## config.mk

```make
export PLATFORM = sky130hd
export DESIGN_NAME = dma_window_ctrl
export DESIGN_NICKNAME = d
export VERILOG_FILES = /design/src/rtl/accel_pkg.sv /design/src/rtl/win_skid_fifo.sv /design/src/rtl/dma_window_ctrl.sv
export SDC_FILE = /design/constraint.sdc
export NUM_CORES = 1
export LEC_CHECK = 0
export CAP_MARGIN = 25
export CORE_MARGIN = 3
export CORE_UTILIZATION = 58
export DETAILED_ROUTE_END_ITERATION = 8
export PLACE_DENSITY = 0.94
export SLEW_MARGIN = 20
export SYNTH_ARGS = -nofsm -noshare
export SYNTH_HDL_FRONTEND = slang
export SYNTH_SLANG_ARGS = --single-unit
```

## constraint.sdc

```tcl
create_clock -name clk -period 6.3 [get_ports clk]
set_clock_uncertainty 0.05 [all_clocks]
set_input_delay 1.575 -clock clk [delete_from_list [all_inputs] [get_ports clk]]
set_output_delay 1.575 -clock clk [all_outputs]
set_load 0.02 [all_outputs]
```

## src/rtl/accel_pkg.sv

```systemverilog
// Shared accelerator types: bus widths, word/address typedefs and the
// window-fetch FSM encoding.
package accel_pkg;

  localparam int ADDR_WIDTH = 16;
  localparam int DATA_WIDTH = 16;
  localparam int KERNEL     = 5;

  typedef logic [ADDR_WIDTH-1:0] addr_t;
  typedef logic [DATA_WIDTH-1:0] word_t;

  typedef enum logic [1:0] {
    IDLE,
    FETCH,
    FLUSH
  } win_state_e;

endpackage

```

## src/rtl/win_skid_fifo.sv

```systemverilog
// Two-entry {data, idx} FIFO with fall-through when empty, so a RAM word can
// be presented in the cycle it returns.
module win_skid_fifo #(
  parameter int DW = 16,
  parameter int IW = 5
) (
  input  logic          clk,
  input  logic          rst_n,
  input  logic          push_i,
  input  logic [DW-1:0] push_data_i,
  input  logic [IW-1:0] push_idx_i,
  input  logic          pop_i,
  output logic          head_valid_o,
  output logic [DW-1:0] head_data_o,
  output logic [IW-1:0] head_idx_o,
  output logic [1:0]    count_o
);

  typedef struct packed {
    logic [DW-1:0] data;
    logic [IW-1:0] idx;
  } entry_t;

  entry_t     mem_q [2];
  logic       wr_ptr_q, rd_ptr_q;
  logic [1:0] count_q, count_d;
  logic       empty, full, wr_en, rd_en;
  entry_t     push_entry;

  always_comb begin
    empty      = (count_q == 2'd0);
    full       = (count_q == 2'd2);
    push_entry = '{data: push_data_i, idx: push_idx_i};
    // A word pushed into an empty FIFO and popped in the same cycle bypasses storage.
    wr_en      = push_i && !(empty && pop_i) && (!full || pop_i);
    rd_en      = pop_i && !empty;
    count_d    = count_q + 2'(wr_en) - 2'(rd_en);

    head_valid_o              = !empty || push_i;
    {head_data_o, head_idx_o} = (empty && push_i) ? push_entry : mem_q[rd_ptr_q];
    count_o                   = count_q;
  end

  // NOTE: sequential state uses non-blocking assignments so every register
  // samples pre-edge values, independent of statement order.
  always_ff @(posedge clk or negedge rst_n) begin
    if (!rst_n) begin
      // NOTE: storage is reset because its head drives win_data, which must read 0 out of reset.
      mem_q[0] <= '0;
      mem_q[1] <= '0;
      wr_ptr_q <= 1'b0;
      rd_ptr_q <= 1'b0;
      count_q  <= 2'd0;
    end else begin
      if (wr_en) begin
        mem_q[wr_ptr_q] <= push_entry;
        wr_ptr_q        <= ~wr_ptr_q;
      end
      if (rd_en) begin
        rd_ptr_q <= ~rd_ptr_q;
      end
      count_q <= count_d;
    end
  end

endmodule

```

## src/rtl/dma_window_ctrl.sv

```systemverilog
// Fetches one KxK window from the feature/weight RAM in row-major order and
// streams it over valid/ready at one word per cycle.
module dma_window_ctrl #(
  parameter  int ADDR_WIDTH = accel_pkg::ADDR_WIDTH,
  parameter  int DATA_WIDTH = accel_pkg::DATA_WIDTH,
  parameter  int KERNEL     = accel_pkg::KERNEL,
  localparam int IDX_W      = $clog2(KERNEL * KERNEL)
) (
  input  logic                  clk,
  input  logic                  rst_n,
  input  logic                  start,
  input  logic [ADDR_WIDTH-1:0] base_addr,
  input  logic [ADDR_WIDTH-1:0] row_stride,
  output logic                  busy,
  output logic                  done,
  output logic                  mem_en,
  output logic                  mem_rw,
  output logic [ADDR_WIDTH-1:0] mem_addr,
  input  logic [DATA_WIDTH-1:0] mem_rdata,
  output logic                  win_valid,
  input  logic                  win_ready,
  output logic [DATA_WIDTH-1:0] win_data,
  output logic [IDX_W-1:0]      win_idx,
  output logic                  win_last
);

  import accel_pkg::*;

  localparam int                WORDS    = KERNEL * KERNEL;
  localparam int                CW       = $clog2(KERNEL);
  localparam logic [IDX_W-1:0]  LAST_IDX = IDX_W'(WORDS - 1);
  localparam logic [CW-1:0]     EDGE_MAX = CW'(KERNEL - 1);

  win_state_e            state_q, state_d;
  logic [ADDR_WIDTH-1:0] addr_q, addr_d;
  logic [ADDR_WIDTH-1:0] stride_q, stride_d;
  logic [CW-1:0]         row_q, row_d, col_q, col_d;
  logic [IDX_W-1:0]      issue_q, issue_d;
  logic [IDX_W-1:0]      rsp_idx_q, rsp_idx_d;
  logic                  inflight_q, done_q, done_d;

  logic [1:0] fifo_count;
  logic [2:0] occ;
  logic       pop, issue_ok, issue, last_issue;

  // Issue only while buffered + in-flight words, net of this cycle's pop,
  // leave room for the response.
  always_comb begin
    pop        = win_valid && win_ready;
    occ        = {1'b0, fifo_count} + {2'b00, inflight_q} - {2'b00, pop};
    issue_ok   = (occ < 3'd2);
    issue      = (state_q == FETCH) && issue_ok;
    last_issue = (row_q == EDGE_MAX) && (col_q == EDGE_MAX);
  end

  always_comb begin
    // NOTE: every variable gets a default first so no path leaves it unassigned (no latches).
    state_d   = state_q;
    addr_d    = addr_q;
    stride_d  = stride_q;
    row_d     = row_q;
    col_d     = col_q;
    issue_d   = issue_q;
    rsp_idx_d = rsp_idx_q;
    done_d    = 1'b0;

    unique case (state_q)
      IDLE: begin
        if (start) begin
          state_d  = FETCH;
          addr_d   = base_addr;
          stride_d = row_stride;
          row_d    = '0;
          col_d    = '0;
          issue_d  = '0;
        end
      end
      FETCH: begin
        if (issue) begin
          rsp_idx_d = issue_q;
          issue_d   = issue_q + 1'b1;
          if (col_q == EDGE_MAX) begin
            col_d  = '0;
            row_d  = row_q + 1'b1;
            addr_d = addr_q + stride_q - ADDR_WIDTH'(KERNEL - 1);
          end else begin
            col_d  = col_q + 1'b1;
            addr_d = addr_q + 1'b1;
          end
          if (last_issue) begin
            state_d = FLUSH;
          end
        end
      end
      FLUSH: begin
        if (pop && win_last) begin
          state_d = IDLE;
          done_d  = 1'b1;
        end
      end
      default: state_d = IDLE;
    endcase
  end

  always_ff @(posedge clk or negedge rst_n) begin
    if (!rst_n) begin
      state_q    <= IDLE;
      addr_q     <= '0;
      stride_q   <= '0;
      row_q      <= '0;
      col_q      <= '0;
      issue_q    <= '0;
      rsp_idx_q  <= '0;
      inflight_q <= 1'b0;
      done_q     <= 1'b0;
    end else begin
      state_q    <= state_d;
      addr_q     <= addr_d;
      stride_q   <= stride_d;
      row_q      <= row_d;
      col_q      <= col_d;
      issue_q    <= issue_d;
      rsp_idx_q  <= rsp_idx_d;
      inflight_q <= issue;
      done_q     <= done_d;
    end
  end

  win_skid_fifo #(
    .DW (DATA_WIDTH),
    .IW (IDX_W)
  ) u_fifo (
    .clk          (clk),
    .rst_n        (rst_n),
    .push_i       (inflight_q),
    .push_data_i  (mem_rdata),
    .push_idx_i   (rsp_idx_q),
    .pop_i        (pop),
    .head_valid_o (win_valid),
    .head_data_o  (win_data),
    .head_idx_o   (win_idx),
    .count_o      (fifo_count)
  );

  assign busy     = (state_q != IDLE);
  assign done     = done_q;
  assign mem_en   = issue;
  assign mem_rw   = 1'b1;
  assign mem_addr = addr_q;
  assign win_last = win_valid && (win_idx == LAST_IDX);

endmodule
```

Word-level counts from Yosys, hierarchy flattened. Index checks and enable logic that the tools add are counted.

Flip-flop bits (word level): 98. Logic and storage cells: 98.

Add/sub/neg operators: 10. Order comparisons: 4. Equality and inequality tests: 11. Multiplexer cells: 28. Bitwise logic cells: 4. Reduce and logical (&&, ||, !) cells: 25.

Operator list (count): $mux W21 (5); $mux W16 (3); $bwmux W42 (1); $pmux W16 S2 (1); $demux W21 S1 (1); $add A16 B1 Y16 const B (1); $add A16 B16 Y16 (1); $sub A16 B3 Y16 const B (1); $mux W3 (5); $pmux W3 S2 (2); $logic_and A1 B1 Y1 (11); $mux W5 (2); $pmux W5 S2 (1); $mux W2 (4); $ne A2 B2 Y1 const B (4); $reduce_and A4 Y1 (2); $add A3 B1 Y3 const B (2); $eq A3 B3 Y1 const B (2); $pmux W2 S3 (1); $add A5 B1 Y5 const B (1); $eq A5 B5 Y1 const B (1); $eq A2 B2 Y1 const B (2); $ge A2 B2 Y1 const B (2); $logic_not A2 Y1 (2); 16 further kinds (24).

Logic depth before layout (Yosys ltp). Gate-level depths: netlist (run 1).

Depth in word-level cells: 10. Mapped depth: 13. Depth with buffers taken out: 12.

By module. Synthesis (run 1) repeated with hierarchy kept, for this count alone.

Cells, all modules: 647. Area total of the unflattened synthesis: 6028.3 µm².

Modules (own cells, without submodules): dma_window_ctrl (times used 1, cells each 470, area each 3828.7 µm², sequential area each 1301.2 µm²); win_skid_fifo (times used 1, cells each 177, area each 2199.6 µm², sequential area each 1151.1 µm²).

Worst setup path before layout (run 1). OpenSTA, ideal clock, no wires.

Path kind: in2out. Start: input port win_ready. End: output port mem_en. Arrival: 3.376 ns. Data required time: 4.675 ns. Slack: 1.299 ns. Stages: 8. Path buffers: 1. Cell sequence: and2_1 -> ha_1 -> nand2b_1 -> fa_1 -> xnor2_1 -> nand3_1 -> inv_2 -> buf_1.

Word-level cells in the longest chain between the ends: 4.

RTL lines: from (decl) (line dma_window_ctrl.sv:21) `input logic win_ready,`; $logic_and A1 B1 Y1 (line dma_window_ctrl.sv:49) `pop = win_valid && win_ready;`; $sub A3 B1 Y3 (line dma_window_ctrl.sv:50) `occ = {1'b0, fifo_count} + {2'b00, inflight_q} - {2'b00, pop};`; $lt A3 B2 Y1 (line dma_window_ctrl.sv:51) `issue_ok = (occ < 3'd2);`; $logic_and A1 B1 Y1 (line dma_window_ctrl.sv:52) `issue = (state_q == FETCH) && issue_ok;`; to (decl) (line dma_window_ctrl.sv:16) `output logic mem_en,`.

No other way between the ends.

Final worst setup path (run 1). Ends and elaborated chain as after synthesis.

==> impl_metrics.py, run 1 <==
metrics = {
    "route": {
        "route.detailed.drc": 0,
        "via_count": 4832,
        "first_pass_iters": 4,
        "initialDrtViolationCount": 257,
        "routed_wl_um": 13800,
        "routedWlPerCell_um": 16.6,
        "ant_nets": 0,
        "vias_per_cell": 5.81,
    },
    "pwr": {
        "p_seq_share_pct": 28.5,
        "peakVddDrop_uv": 286,
        "p_int_mw": 2.11,
        "leakage_nw": 3.20,
        "power_switching_mw": 1.82,
        "pwr-share-comb_pct": 61.1,
        "swShare_pct": 46.2,
        "p_per_area_mw_per_mm2": 556,
        "clkPwrFrac_pct": 10.4,
    },
    "synthesis": {
        "synth_top_area_share_pct": 42.2,
        "synth-simple-area-share_pct": 12.0,
        "synth_top_family_by_area": "compound AO/OA/AOI/OAI gates",
        "synth_compound_area_share_pct": 13.8,
        "synthCells": 613,
        "synth-adder-area-share_pct": 8.87,
        "syn_nets": 705,
        "synth_top_cell_by_area": "dfrtp_1",
        "synth_xor_area_share_pct": 4.67,
        "synthTopCellsByArea": "dfrtp_1 42%, mux2_1 8.7%, ha_1 8.2%",
        "ys_warn_count": 0,
        "synth.distinct_cells": 53,
        "syn_area_per_cell_um2": 9.48,
        "syn_area_mm2": 0.00581,
        "yosys_register_bits": 98,
        "synthMuxAreaShare_pct": 12.5,
        "async_flop_share_pct": 100,
        "yosysSeqAreaShare_pct": 42.2,
        "synth-edff-count": 0,
        "synth_top_flop_cell": "dfrtp_1",
    },
    "floorplan": {
        "die_w_um": 106,
        "pin_count": 95,
        "die-area_mm2": 0.0113,
        "fp.dieH_um": 106,
        "core_mm2": 0.00950,
        "initial_core_util_pct": 61.1,
        "rows": 35,
    },
    "clock_tree": {
        "clkTransAtPathRegs_ns": 0.10,
        "clk_latency_ns": 0.38,
        "post_cts_resized": 0,
        "post_cts_buffers": 0,
        "numCtsBuffers": 9,
        "cts_root_buf": "clkbuf_8",
        "cts_sinks": 98,
        "clk_path_buf_depth": 2,
        "htree_levels": 3,
        "cts_tree": "built",
        "cts.hold.buffers_added": 0,
    },
    "cells_and_area": {
        "final_layout_size_suffix_gt1_share_pct": 4.42,
        "layout_common_cells": "98 x dfrtp_1, 92 x clkdlybuf4s50_1, 72 x nand2_1",
        "syn_to_final_growth_pct": 21.6,
        "final_common_cell": "dfrtp_1",
        "nets": 789,
        "num-fill-cells": 633,
        "insertedDiodeCount": 0,
    },
    "setup_path": {
        "crit_type": "in2out",
        "crit_chain": "clkdlybuf4s50_1 -> and2_1 -> ha_1 -> nand2b_1 -> fa_1 -> xnor2_1 -> nand3_1 -> inv_2 -> clkdlybuf4s50_1",
        "worst_ep_required_time_ns": 4.68,
        "worst_path_max_delay_cell": "clkdlybuf4s50_1",
        "critPathArrivalTime_ns": 4.15,
        "slowest_delay_ns": 0.63,
        "cp_max_fo": 3,
        "worst_path_most_repeated_cell": "clkdlybuf4s50_1",
        "critPathLaunchType": "primary input",
        "cp-end-kind": "output pin",
    },
    "placement": {
        "pre_cts_ws_ns": 0.568,
        "portBuffers": 93,
        "dp_hpwl_um": 10100,
        "gp_congestion": 0.867,
    },
    "worst_hold_path": {
        "hold_class": "reg2reg",
    },
    "timing": {
        "max_freq_mhz": 173,
        "max_slew_margin_pct": 35.9,
        "rsz0062_at_grt": "no",
        "hold_violations": 0,
        "setup_ws_ns": 0.526,
        "fin_crit_sh_pct": 91.6,
        "worst_pin_slew_ns": 0.960,
        "setup_viol": 0,
        "tns_ns": 0,
        "drv_slew": 0,
        "min_period_ns": 5.77,
    },
    "global_routing": {
        "track_usage_pct": 25.2,
        "grt_pass1_wl_um": 23200,
        "grt_overflow": 0,
        "first_global_vias": 4931,
        "grt_max_degree": 63,
        "antenna_found_initial": 0,
    },
    "run": {
        "drv_cap": 0,
    },
    "status": {
        "status": "finished clean",
    },
}
## metrics by stage
stage | util (%) | area [um2] | hold WS (ns) | cells | power (mW)
finish | 74.3 | 7060 | 0.444 | 831 | 3.93
detailed placement | 72.2 | 6860 | 0.427 | 815 | 3.50
floorplan | - | 5810 | 0.403 | 613 | 2.69
global placement | 72.1 | 6850 | 0.418 | 814 | 3.34
global route | 74.3 | 7060 | 0.471 | 831 | 4.22
CTS | 74.3 | 7060 | 0.444 | 831 | 3.93
## final timing paths
check,from,end,slack (ns),cells past startpoint
worst max-delay path,win_ready,mem_en,0.53,9
worst min-delay path,u_fifo.wr_ptr_q,u_fifo.wr_ptr_q,0.44,1
worst max register to register,u_fifo.count_o[1],mem_addr[10],2.71,13
worst min register to register,u_fifo.wr_ptr_q,u_fifo.wr_ptr_q,0.44,1
max in group asynchronous,rst_n,mem_addr[9],3.97,2
min in group asynchronous,rst_n,rsp_idx_q[1],1.09,1
## cell usage after synthesis (all sizes together), types with 3 or more instances
| cell | instances |
|---|---|
| dfrtp | 98 |
| nand2 | 72 |
| o21ai | 65 |
| inv | 61 |
| mux2 | 45 |
| ha | 38 |
| nor2 | 28 |
| a21oi | 27 |
| clkbuf | 23 |
| mux2i | 22 |
| nand3 | 18 |
| xnor2 | 16 |
| xor2 | 15 |
| a211oi | 9 |
| and3 | 8 |
| buf | 5 |
| nand2b | 5 |
| nor3 | 5 |
| and2 | 4 |
| o221ai | 4 |
| a21o | 3 |
| nand4 | 3 |
| o21a | 3 |
| o31a | 3 |
| or3 | 3 |
## registers in the layout (all words and copies together) (netlist names)
name	flops
inflight_q	1
row_q	3
state_q	2
u_fifo.count_o	2
done	1
issue_q	5
u_fifo.wr_ptr_q	1
col_q	3
mem_addr	16
u_fifo.mem_q	42
stride_q	16
u_fifo.rd_ptr_q	1
rsp_idx_q	5
## cell type report
cell class / count / area [um2] / area share (%)
Multi-Input combinational cell: 426 / 3030 / 42.9
Clock inverter: 7 / 76.3 / 1.08
Inverter: 61 / 229 / 3.24
Sequential cell: 98 / 2450 / 34.7
Tap cell: 129 / 161 / 2.28
Clock buffer: 9 / 124 / 1.75
Timing Repair Buffer: 101 / 992 / 14.0
## critical path: cells and delay by family
family | cells | cell delay (ns)
xor gates and xnor gates | 1 | 0.22
adders and majority gates | 2 | 0.62
buffers and inverters | 3 | 1.24
and+or+nand+nor | 3 | 0.49
## power groups by stage
stage          clock, mW  sequential, mW  combinational, mW
6_report           0.409            1.12               2.40
5_1_grt            0.442            1.15               2.63
4_1_cts            0.413            1.11               2.40
3_5_place_dp           0            1.12               2.37
3_3_place_gp           0            1.09               2.25
2_1_floorplan          0            1.09               1.60
## metal layers
layer	up-vias	share of wire, %	track usage, %
met3	31	5.6	3.16
met4	0	2.2	8.88
met5	-	0	0
li1	2274	-	-
met1	2351	41	32.1
met2	176	51	44.2
## cells by family after synthesis
| family | after synthesis |
|---|---|
| xor+xnor | 31 |
| simple gates | 154 |
| fa+ha+maj | 40 |
| buf+inv | 89 |
| mux | 67 |
| flops | 98 |
| compound gates | 133 |
| other cells | 1 |
(Power assumes the default switching activity.)
==> run 2, diff against run 1 <==
--- a/config.mk
+++ b/config.mk
@@ -10,7 +10,6 @@
 export CORE_UTILIZATION = 58
 export DETAILED_ROUTE_END_ITERATION = 8
 export PLACE_DENSITY = 0.94
-export SLEW_MARGIN = 20
 export SYNTH_ARGS = -nofsm -noshare
 export SYNTH_HDL_FRONTEND = slang
 export SYNTH_SLANG_ARGS = --single-unit
==> impl_metrics.py, run 2 (same netlist as run 1, synthesis figures left out) <==
metrics = {
    "clock_tree": {
        "clk_latency_ns": 0.38,
        "htree_levels": 3,
        "cts_root_buf": "clkbuf_8",
        "clkTransAtPathRegs_ns": 0.11,
        "clk_path_buf_depth": 2,
        "cts_tree": "built",
        "cts_sinks": 98,
        "cts.hold.buffers_added": 0,
        "post_cts_resized": 0,
        "post_cts_buffers": 0,
        "numCtsBuffers": 9,
    },
    "cells_and_area": {
        "stdcell_count": 831,
        "nets": 789,
        "largest_register_ff_count": 42,
        "final_common_cell": "dfrtp_1",
        "insertedDiodeCount": 0,
        "final_layout_size_suffix_gt1_share_pct": 4.42,
        "largest_register": "u_fifo.mem_q",
        "syn_to_final_growth_pct": 21.7,
        "layout_common_cells": "98 x dfrtp_1, 92 x clkdlybuf4s50_1, 72 x nand2_1",
        "finalCoreUtilization_pct": 74.4,
        "multi_input_area_mm2": 0.00303,
        "num-fill-cells": 664,
        "seqCellArea_mm2": 0.00245,
    },
    "route": {
        "first_pass_iters": 5,
        "ant_nets": 0,
        "wl_met3_um": 753,
        "route.detailed.drc": 0,
        "via_count": 4844,
        "top_layer": "met4",
        "wl_met1_um": 5880,
        "initialDrtViolationCount": 312,
        "wl_met2_um": 7140,
        "routed_wl_um": 14100,
        "routedWlPerCell_um": 17.0,
        "vias_per_cell": 5.83,
    },
    "global_routing": {
        "grt_max_degree": 63,
        "grt_pass1_wl_um": 23300,
        "track_usage_pct": 25.6,
        "antenna_found_initial": 0,
        "first_global_vias": 4832,
        "grt_overflow": 0,
    },
    "status": {
        "status": "finished clean",
    },
    "timing": {
        "min_period_ns": 5.77,
        "drv_slew": 0,
        "tns_ns": 0,
        "hold_violations": 0,
        "fin_crit_sh_pct": 91.7,
        "max_freq_mhz": 173,
        "setup_viol": 0,
        "rsz0062_at_grt": "no",
        "max_slew_margin_pct": 33.8,
        "worst_pin_slew_ns": 0.991,
    },
    "setup_path": {
        "crit_type": "in2out",
        "critPathArrivalTime_ns": 4.15,
        "cp_max_fo": 3,
        "cp-end-kind": "output pin",
        "critPathLaunchType": "primary input",
        "worst_ep_required_time_ns": 4.68,
    },
    "floorplan": {
        "pin_count": 95,
        "fp.dieH_um": 106,
        "die_w_um": 106,
        "die-area_mm2": 0.0113,
        "rows": 35,
        "initial_core_util_pct": 61.1,
        "core_mm2": 0.00950,
    },
    "worst_hold_path": {
        "hold_class": "reg2reg",
    },
    "run": {
        "drv_cap": 0,
    },
    "pwr": {
        "p_per_area_mw_per_mm2": 558,
        "peakVddDrop_uv": 292,
        "leakage_nw": 3.20,
    },
    "placement": {
        "dp_hpwl_um": 10200,
        "gp_congestion": 0.867,
        "portBuffers": 93,
        "dp_cells": 815,
    },
}
## run 2: cell counts in the layout (fill, tap and decap cells not counted)
Identical to the previous run, type by type.
## run 2: through the flow
step	setup WS (ns)	hold WS (ns)	cell area (um2)	total power [mW]
2_1_floorplan	1.30	0.403	5810	2.69
3_3_place_gp	0.627	0.418	6850	3.34
3_5_place_dp	0.531	0.430	6870	3.50
4_1_cts	0.503	0.455	7070	3.93
5_1_grt	0.403	0.465	7070	4.23
6_report	0.526	0.454	7070	3.95
## run 2: where the power goes
part	leakage, nW	internal (mW)	switching, mW
registers	1.20	0.893	0.226
clock network	0.104	0.159	0.255
logic	1.89	1.06	1.35
total	3.20	2.11	1.83
## run 2: area by class of cell
cell class                 count  area share [%]
multi-input combinational    426            42.8
sequential                    98            34.7
timing repair buffer         101            14.1
inverter                      61            3.24
tap                          129            2.28
clock buffer                   9            1.75
clock inverter                 7            1.11
## run 2: layer usage
layer | vias to the layer above | GRT usage [%]
met5 | - | 0
met1 | 2353 | 32.7
li1 | 2269 | -
met3 | 37 | 3.10
met4 | 0 | 9.25
met2 | 185 | 44.7
## run 2: path summary, 6_finish.rpt
| kind | slack (ns) | startpoint | to | depth (start not counted) |
|---|---|---|---|---|
| max reg2reg | 2.73 | u_fifo.count_o[1] | mem_addr[4] | 13 |
| max in group asynchronous | 3.96 | rst_n | stride_q[9] | 2 |
| max | 0.53 | win_ready | mem_en | 9 |
| min reg2reg | 0.45 | u_fifo.mem_q[26] | u_fifo.mem_q[26] | 1 |
| min in group asynchronous | 1.08 | rst_n | done | 1 |
| min | 0.45 | u_fifo.mem_q[26] | u_fifo.mem_q[26] | 1 |
## run 2: critical path, cell delays in order
cell and delay (ns):
clkdlybuf4s50_1 0.52, and2_1 0.20, ha_1 0.25, nand2b_1 0.16, fa_1 0.37, xnor2_1 0.20
nand3_1 0.14, inv_2 0.10, clkdlybuf4s50_1 0.63
